`src/rtl/exc_ctrl_pkg.sv`:
```
// Shared definitions for the exception controller and CP0: cause codes,
// MEM exception flag positions and Status/Cause field locations.
package exc_ctrl_pkg;

  localparam logic [4:0] EC_INT  = 5'h00;
  localparam logic [4:0] EC_ADEL = 5'h04;
  localparam logic [4:0] EC_ADES = 5'h05;
  localparam logic [4:0] EC_SYS  = 5'h08;
  localparam logic [4:0] EC_BP   = 5'h09;
  localparam logic [4:0] EC_RI   = 5'h0A;
  localparam logic [4:0] EC_OV   = 5'h0C;
  localparam logic [4:0] EC_ERET = 5'h0E;
  localparam logic [4:0] EC_NONE = 5'h10;

  localparam int EXC_ADEL_IF = 0;
  localparam int EXC_RI      = 1;
  localparam int EXC_OV      = 2;
  localparam int EXC_SYS     = 3;
  localparam int EXC_BP      = 4;
  localparam int EXC_ERET    = 5;
  localparam int EXC_ADEL_LD = 6;
  localparam int EXC_ADES_ST = 7;

  localparam int ST_IE  = 0;
  localparam int ST_EXL = 1;
  localparam int IM_LO  = 8;
  localparam int IM_HI  = 15;
  localparam int IP_LO  = 8;
  localparam int IP_HI  = 15;

  localparam int CNT_W = 4;

  typedef enum logic [1:0] {
    S_IDLE,
    S_COMMIT,
    S_DRAIN
  } state_e;

  typedef enum logic [1:0] {
    BVA_ZERO,
    BVA_PC,
    BVA_ADDR
  } bva_sel_e;

endpackage

```
`src/rtl/exc_prio_enc.sv`:
```
// Fixed-priority selection of one event among the interrupt and the eight
// MEM exception flags; yields the cause code and the BadVAddr source.
module exc_prio_enc
  import exc_ctrl_pkg::*;
(
  input  logic       int_req,
  input  logic [7:0] exc_flags,
  output logic       hit,
  output logic [4:0] code,
  output bva_sel_e   bva_sel,
  output logic       is_eret
);

  always_comb begin
    hit     = 1'b1;
    code    = EC_NONE;
    bva_sel = BVA_ZERO;
    is_eret = 1'b0;
    if (int_req) begin
      code = EC_INT;
    end else if (exc_flags[EXC_ADEL_IF]) begin
      code    = EC_ADEL;
      bva_sel = BVA_PC;
    end else if (exc_flags[EXC_RI]) begin
      code = EC_RI;
    end else if (exc_flags[EXC_OV]) begin
      code = EC_OV;
    end else if (exc_flags[EXC_SYS]) begin
      code = EC_SYS;
    end else if (exc_flags[EXC_BP]) begin
      code = EC_BP;
    end else if (exc_flags[EXC_ERET]) begin
      code    = EC_ERET;
      is_eret = 1'b1;
    end else if (exc_flags[EXC_ADEL_LD]) begin
      code    = EC_ADEL;
      bva_sel = BVA_ADDR;
    end else if (exc_flags[EXC_ADES_ST]) begin
      code    = EC_ADES;
      bva_sel = BVA_ADDR;
    end else begin
      hit = 1'b0;
    end
  end

endmodule

```
`src/rtl/exc_ctrl.sv`:
```
// Exception/interrupt controller between MEM and CP0: picks one event,
// issues a one-cycle command to CP0 and then holds the pipeline flush.
module exc_ctrl
  import exc_ctrl_pkg::*;
#(
  parameter int FLUSH_CYCLES = 2
) (
  input  logic        clk,
  input  logic        rst,
  input  logic        mem_valid_i,
  input  logic        mem_stall_i,
  input  logic [31:0] mem_pc_i,
  input  logic        mem_in_delay_i,
  input  logic [7:0]  mem_exc_i,
  input  logic [31:0] mem_addr_i,
  input  logic [31:0] status_i,
  input  logic [31:0] cause_i,
  output logic        mem_kill_o,
  output logic [4:0]  exc_code_o,
  output logic [31:0] exc_epc_o,
  output logic [31:0] exc_badvaddr_o,
  output logic        exc_in_delay_o,
  output logic        flush_o,
  output logic        busy_o
);

  localparam logic [CNT_W-1:0] FLUSH_LOAD = CNT_W'(FLUSH_CYCLES - 1);

  state_e           state;
  logic [CNT_W-1:0] cnt;

  logic        int_req;
  logic        enc_hit;
  logic [4:0]  enc_code;
  bva_sel_e    enc_bva_sel;
  logic        enc_is_eret;
  logic        window_open;
  logic        accept;
  logic [31:0] epc_calc;
  logic [31:0] bva_calc;

  logic unused_fields;
  assign unused_fields = ^{status_i[31:16], status_i[7:2], cause_i[31:16], cause_i[7:0]};

  assign int_req = (|(cause_i[IP_HI:IP_LO] & status_i[IM_HI:IM_LO]))
                   & status_i[ST_IE] & ~status_i[ST_EXL];

  exc_prio_enc u_prio_enc (
    .int_req   (int_req),
    .exc_flags (mem_exc_i),
    .hit       (enc_hit),
    .code      (enc_code),
    .bva_sel   (enc_bva_sel),
    .is_eret   (enc_is_eret)
  );

  assign mem_kill_o = (state == S_IDLE) & mem_valid_i & enc_hit;

  // The last cycle of the flush window can already take the next event,
  // which gives back-to-back commits FLUSH_CYCLES edges apart.
  assign window_open = (state == S_IDLE) || (cnt == '0);
  assign accept      = window_open & mem_valid_i & ~mem_stall_i & enc_hit;

  always_comb begin
    epc_calc = mem_in_delay_i ? (mem_pc_i - 32'd4) : mem_pc_i;
    if (enc_is_eret) begin
      epc_calc = '0;
    end
    case (enc_bva_sel)
      BVA_PC:   bva_calc = mem_pc_i;
      BVA_ADDR: bva_calc = mem_addr_i;
      default:  bva_calc = '0;
    endcase
  end

  always_ff @(posedge clk) begin
    if (rst) begin
      state          <= S_IDLE;
      cnt            <= '0;
      exc_code_o     <= EC_NONE;
      exc_epc_o      <= '0;
      exc_badvaddr_o <= '0;
      exc_in_delay_o <= 1'b0;
      flush_o        <= 1'b0;
      busy_o         <= 1'b0;
    end else begin
      exc_code_o     <= EC_NONE;
      exc_epc_o      <= '0;
      exc_badvaddr_o <= '0;
      exc_in_delay_o <= 1'b0;
      if (accept) begin
        state          <= S_COMMIT;
        cnt            <= FLUSH_LOAD;
        exc_code_o     <= enc_code;
        exc_epc_o      <= epc_calc;
        exc_badvaddr_o <= bva_calc;
        exc_in_delay_o <= mem_in_delay_i & ~enc_is_eret;
        flush_o        <= 1'b1;
        busy_o         <= 1'b1;
      end else begin
        case (state)
          S_COMMIT, S_DRAIN: begin
            if (cnt == '0) begin
              state   <= S_IDLE;
              flush_o <= 1'b0;
              busy_o  <= 1'b0;
            end else begin
              state <= S_DRAIN;
              cnt   <= cnt - CNT_W'(1);
            end
          end
          default: begin
            state   <= S_IDLE;
            cnt     <= '0;
            flush_o <= 1'b0;
            busy_o  <= 1'b0;
          end
        endcase
      end
    end
  end

endmodule

```
`config.mk`:
```
export PLATFORM = sky130hd
export DESIGN_NAME = exc_ctrl
export DESIGN_NICKNAME = d
export VERILOG_FILES = /design/src/rtl/exc_ctrl_pkg.sv /design/src/rtl/exc_prio_enc.sv /design/src/rtl/exc_ctrl.sv
export SDC_FILE = /design/constraint.sdc
export NUM_CORES = 1
export LEC_CHECK = 0
export ABC_AREA = 1
export CAP_MARGIN = 20
export CELL_PAD_IN_SITES_DETAIL_PLACEMENT = 0
export CELL_PAD_IN_SITES_GLOBAL_PLACEMENT = 1
export CORE_MARGIN = 2
export CORE_UTILIZATION = 25
export DETAILED_ROUTE_END_ITERATION = 10
export MAX_ROUTING_LAYER = met4
export PLACE_DENSITY = 0.87
export SYNTH_ARGS = -nofsm -noshare
export SYNTH_HDL_FRONTEND = slang
export SYNTH_SLANG_ARGS = --single-unit
```
`constraint.sdc`:
```
create_clock -name clk -period 2.58 [get_ports clk]
set_input_delay 0.516 -clock clk [delete_from_list [all_inputs] [get_ports clk]]
set_output_delay 0.516 -clock clk [all_outputs]
set_load 0.01 [all_outputs]
```
# Word-level counts from Yosys, hierarchy flattened
# Cells that the tools add are included.
[word_totals] reg_bits=77 output_inout_bits=73 word_cells=90
[classes] add_sub_neg=2 eq_ne=6 muxes=45 n_bitwise=14 n_reduce_logical=11
[op_table] cell="$pmux W32 S2" count=1
[op_table] cell="$mux W5" count=9
[op_table] cell="$mux W32" count=1
[op_table] cell="$sub A32 B3 Y32 const B" count=1
[op_table] cell="$mux W1" count=24
[op_table] cell="$mux W2" count=10
[op_table] cell="$reduce_or A3 Y1" count=3
[op_table] cell="$and A1 B1 Y1" count=8
[op_table] cell="$and A8 B8 Y8" count=1
[op_table] cell="$reduce_or A8 Y1" count=1
[op_table] cell="$reduce_or A7 Y1" count=1
[op_table] cell="$ne A3 B3 Y1 const B" count=2
[op_table] cell="$not A1 Y1" count=5
[op_table] cell="$eq A2 B1 Y1 const B" count=2
[op_table] cell="$eq A2 B2 Y1 const B" count=2
[op_table] cell="$logic_not A4 Y1" count=1
[op_table] cell="$reduce_or A2 Y1" count=2
[op_table] cell="$reduce_or A4 Y1" count=1
[op_table] cell="$sub A4 B1 Y4 const B" count=1
[op_table] cell="$logic_not A2 Y1" count=1
[op_table] cell="$logic_or A1 B1 Y1" count=1

# Depth between registers and ports, before layout
[depth] ltp_word=12 depth_mapped=16 ltp_nobuf=15

# Cells and area by module
# Synthesis repeated with hierarchy kept, for this count alone.
[unflattened] cells_unflattened=530 hier_area_um2=3716.1
[by_module_without_submodules] module="exc_ctrl" instances=1 cells_each=496 area_per_inst_um2=3555.9 seq_area_each_um2=1541.5
[by_module_without_submodules] module="exc_prio_enc" instances=1 cells_each=34 area_per_inst_um2=160.2 seq_area_each_um2=0.0

# Worst setup path before layout
# OpenSTA, ideal clock, no wires.
[synth_timing] kind="input to register" start="input cause_i[11]" end="register exc_badvaddr_o[13]" setup_time_ns=0.111 arrival_ns=2.098 t_required_ns=2.469 setup_slack_ns=0.371 path_stages=16 path_cell_list="nand2_1 nand2_1 nor2_1 nand2_1 nand2_1 inv_1 nor2_1 inv_1 nor3_1 inv_1 ha_1 inv_1 clkbuf_1 o21ai_0 nand2_1 nor2_1"
[synth_between] elab_chain_len=8 word_cells_on_any_way=12
[synth_lines] element="from (decl)" line_no="exc_ctrl.sv:17" text="input logic [31:0] cause_i,"
[synth_lines] element="$and A8 B8 Y8 (*)" line_no="exc_ctrl.sv:45" text="assign int_req = (|(cause_i[IP_HI:IP_LO] & status_i[IM_HI:IM_LO]))"
[synth_lines] element="$reduce_or A8 Y1 (*)" line_no="exc_ctrl.sv:45"
[synth_lines] element="$and A1 B1 Y1 (*) (2 in a row)" line_no="exc_ctrl.sv:46" text="& status_i[ST_IE] & ~status_i[ST_EXL];"
[synth_lines] element="branches (longest 4 deep; another with $pmux W32 S2)"
[synth_lines] element="to (signal assigned)" line_no="exc_ctrl.sv:96" text="exc_badvaddr_o <= bva_calc;"
[synth_lines] element="to (decl)" line_no="exc_ctrl.sv:21" text="output logic [31:0] exc_badvaddr_o,"
# Every way passes the cells marked *.
# A chain may end at the register's enable or synchronous reset.

# Worst setup path after layout
[layout_timing] start="input mem_exc_i[3]" end="output mem_kill_o"
[layout_between] elab_chain_len=6
[layout_lines] element="from (decl)" line_no="exc_ctrl.sv:14" text="input logic [7:0] mem_exc_i,"
[layout_lines] element="$mux W1" line_no="exc_prio_enc.sv:28" text="end else if (exc_flags[EXC_SYS]) begin"
[layout_lines] element="$mux W1" line_no="exc_prio_enc.sv:26" text="end else if (exc_flags[EXC_OV]) begin"
[layout_lines] element="$mux W1" line_no="exc_prio_enc.sv:24" text="end else if (exc_flags[EXC_RI]) begin"
[layout_lines] element="$mux W1" line_no="exc_prio_enc.sv:21" text="end else if (exc_flags[EXC_ADEL_IF]) begin"
[layout_lines] element="$mux W1" line_no="exc_prio_enc.sv:19" text="if (int_req) begin"
[layout_lines] element="$and A1 B1 Y1" line_no="exc_ctrl.sv:57" text="assign mem_kill_o = (state == S_IDLE) & mem_valid_i & enc_hit;"
[layout_lines] element="to (decl)" line_no="exc_ctrl.sv:18" text="output logic mem_kill_o,"
# Every way passes these cells.

==> flow_metrics.env <==
export IMPL_r2r_start="cnt[0]"
export IMPL_vdd_drop_max_uv=279.0
export IMPL_cts_made_buffers=9
export IMPL_hp_class="flip-flop to flip-flop"
export IMPL_tightest_slew_ps=588.9
export IMPL_maxSlewHeadroom=0.6074
export IMPL_crit_path_max_fanout=2
export IMPL_die_x_um=125.5
export IMPL_rrSetupSlack_ps=560
export IMPL_cts_sinks=77
export IMPL_core_area_mm2=0.01448
export IMPL_synth_seq_area_share=0.4175
export IMPL_drt_total_wl_mm=11.41
export IMPL_worstHoldStart="cnt[1]"
export IMPL_synthArstFlopShare=0
export IMPL_setup_violations_final=0
export IMPL_critPathLaunch="mem_exc_i[3]"
export IMPL_arrival_ps=1860
export IMPL_path_class="primary input to output pin"
export IMPL_yosys_register_bits=77
export IMPL_power_density_mw_per_mm2=478.1
export IMPL_htree_levels=3
export IMPL_r2r_end="exc_epc_o[9]"
export IMPL_hold_path_end="cnt[1]"
export IMPL_pin_count=214
export IMPL_synth_top_cell_by_area="dfxtp_1"
export IMPL_row_count=44
export IMPL_synth_most_common_cell="nand2_1"
export IMPL_synth_cell_type_count=31
export IMPL_p_leak_nw=2.372
export IMPL_grt_max_degree=34
export IMPL_port_buffers=167
export IMPL_period_share=0.9196
export IMPL_cts_clk_slew_worst_paths_ps=60
export IMPL_postRouteAntennaNets=0
export IMPL_drive_gt1_frac=0.1141
export IMPL_nets=843
export IMPL_placed_cell_area_mm2=0.005662
export IMPL_gp_congestion=0.8337
export IMPL_r2r_cells=8
export IMPL_fin_crit_ps=2373
export IMPL_synth_warnings=0
export IMPL_start_util=0.2550
export IMPL_dieArea_mm2=0.01576
export IMPL_holdPathStages=2
export IMPL_cts_tree="built"
export IMPL_place_inst=869
export IMPL_cp_data_required_time_ps=2060
export IMPL_status="completed"
export IMPL_netlist_area_mm2=0.003692
export IMPL_drt_iter0_drc=215
export IMPL_antennaDiodeCount=0
export IMPL_drc=0
export IMPL_grt_setup_unrepaired="false"
export IMPL_finalHoldViolations=0
export IMPL_postCtsHoldBufs=0
export IMPL_syn_to_final_growth_pct=61.17
export IMPL_globalRouteTotalUtil=0.1513
export IMPL_synth_cells=515
export IMPL_cts_setup_buffers=0
export IMPL_grt_pass1_wl_mm=18.42
export IMPL_place_ws_ps=-152.3
export IMPL_final_setup_worst_slack_ps=207.3
export IMPL_gr_total_overflow=0
export IMPL_wl_per_cell_um=12.89
export IMPL_syn_nets=662
export IMPL_vias=3696
export IMPL_first_pass_iters=4
export IMPL_clock_latency_ps=340
export IMPL_final_util=0.4110
export IMPL_die_y_um=125.5
export IMPL_clock_fmax_mhz=421.5
export IMPL_skew_ps=7.127
export IMPL_stdcell_area_mm2=0.005951
export IMPL_hpwl_mm=9.028
export IMPL_avgSynthCellArea_um2=7.169
export IMPL_layoutNonFillerInstCount=885
export IMPL_synthTopCellsByCount="135 x nand2_1, 91 x nor2_1, 77 x dfxtp_1"
export IMPL_synth_edf_count=0
export IMPL_yosys_top_cells_area="dfxtp_1 42%, nand2_1 14%, nor2_1 9.3%"
export IMPL_drv_cap=0
export IMPL_slew_viol_final=0
export IMPL_clockBufferDepth=2
export IMPL_root_buffer="clkbuf_16"
export IMPL_startpoint_type="primary input"
export IMPL_drt_vias_per_instance=4.176
export IMPL_grt_pass1_vias=3580
export IMPL_ys_flop_type="dfxtp_1"
export IMPL_synth_top_area_frac=0.4175
export IMPL_antenna_found_initial=0
export IMPL_endpoint_kind="output pin"
==> what timing repair did <==
action | in CTS | in global routing
setup endpoints to repair | 1 | 7
pin swaps | 0 | 0
resized for setup | 2 | 2
==> cells by family (layout without fill, tap and decap cells) <==
kind of cell | count (synthesis) | in the layout | synth area share
buffers and inverters | 76 | 262 | 0.09048
adder cells (fa/ha/maj) | 6 | 6 | 0.02033
AND/OR/NAND/NOR | 291 | 291 | 0.3565
flip-flops | 77 | 77 | 0.4175
AO/OA/AOI/OAI | 48 | 48 | 0.07489
XOR/XNOR | 17 | 17 | 0.04033
==> report_power, final <==
part / internal, W / switching, W / leakage, nW
clock: 0.000678 / 0.000504 / 0.128
sequential: 0.00121 / 0.00000670 / 0.624
combinational: 0.000239 / 0.000206 / 1.62
==> cell usage in the layout, fill, tap and decap left out, drive strengths merged, types with 10 or more instances in the layout <==
cell type,count
o21ai,35
xor2,15
a21oi,10
nand2,143
clkbuf,11
inv,61
dfxtp,77
clkdlybuf4s50,166
buf,18
nand3,20
nor2,108
nor3,10
==> metrics by stage <==
stage	hold slack [ps]	total power, W	TNS (ps)
floorplan	452.6	0.001421	0
global placement	474.3	0.001691	-1325
detailed placement	483.4	0.001692	-2849
CTS	494.1	0.002888	0
global route	537.8	0.002984	0
finish	493.5	0.002845	0
==> final cells by class <==
cell class              count  area [µm²]
clock inverters             5       36.28
flip-flops and latches     77        1541
multi-input cells         362        1824
inverters                  61       229.0
clock buffers              11       242.7
fillers                  1482        8528
well taps                 184       230.2
repair buffers            185        1847
==> metal layers <==
metal,routed length [µm],GRT usage
met1,5036,0.1874
met4,221,0.06340
met2,5458,0.2401
met5,0,-
met3,691,0.03081
==> sequential cells by signal, indices dropped and copies added (netlist names) <==
signal,flops
cnt,4
exc_epc_o,32
state,2
busy_o,1
exc_in_delay_o,1
exc_code_o,5
exc_badvaddr_o,32
==> critical path, cell delays in order <==
cell and delay [ps]:
clkdlybuf4s50_1 440, nor2_2 140, nand3_1 110, nor3_1 140, nand2_1 90, and3_1 150
dlygate4sd2_1 280
==> worst max-delay path by stage <==
| stage | end | slack (ps) | depth (start not counted) |
|---|---|---|---|
| after global routing | exc_badvaddr_o[27] | 50 | 17 |
| after CTS | mem_kill_o | 200 | 7 |
| after floorplan | exc_badvaddr_o[13] | 370 | 16 |
| after global placement | exc_badvaddr_o[17] | -100 | 17 |
| final | mem_kill_o | 210 | 7 |
| after detailed placement | exc_badvaddr_o[17] | -150 | 17 |
No activity file was read; power rests on OpenSTA's default activity.
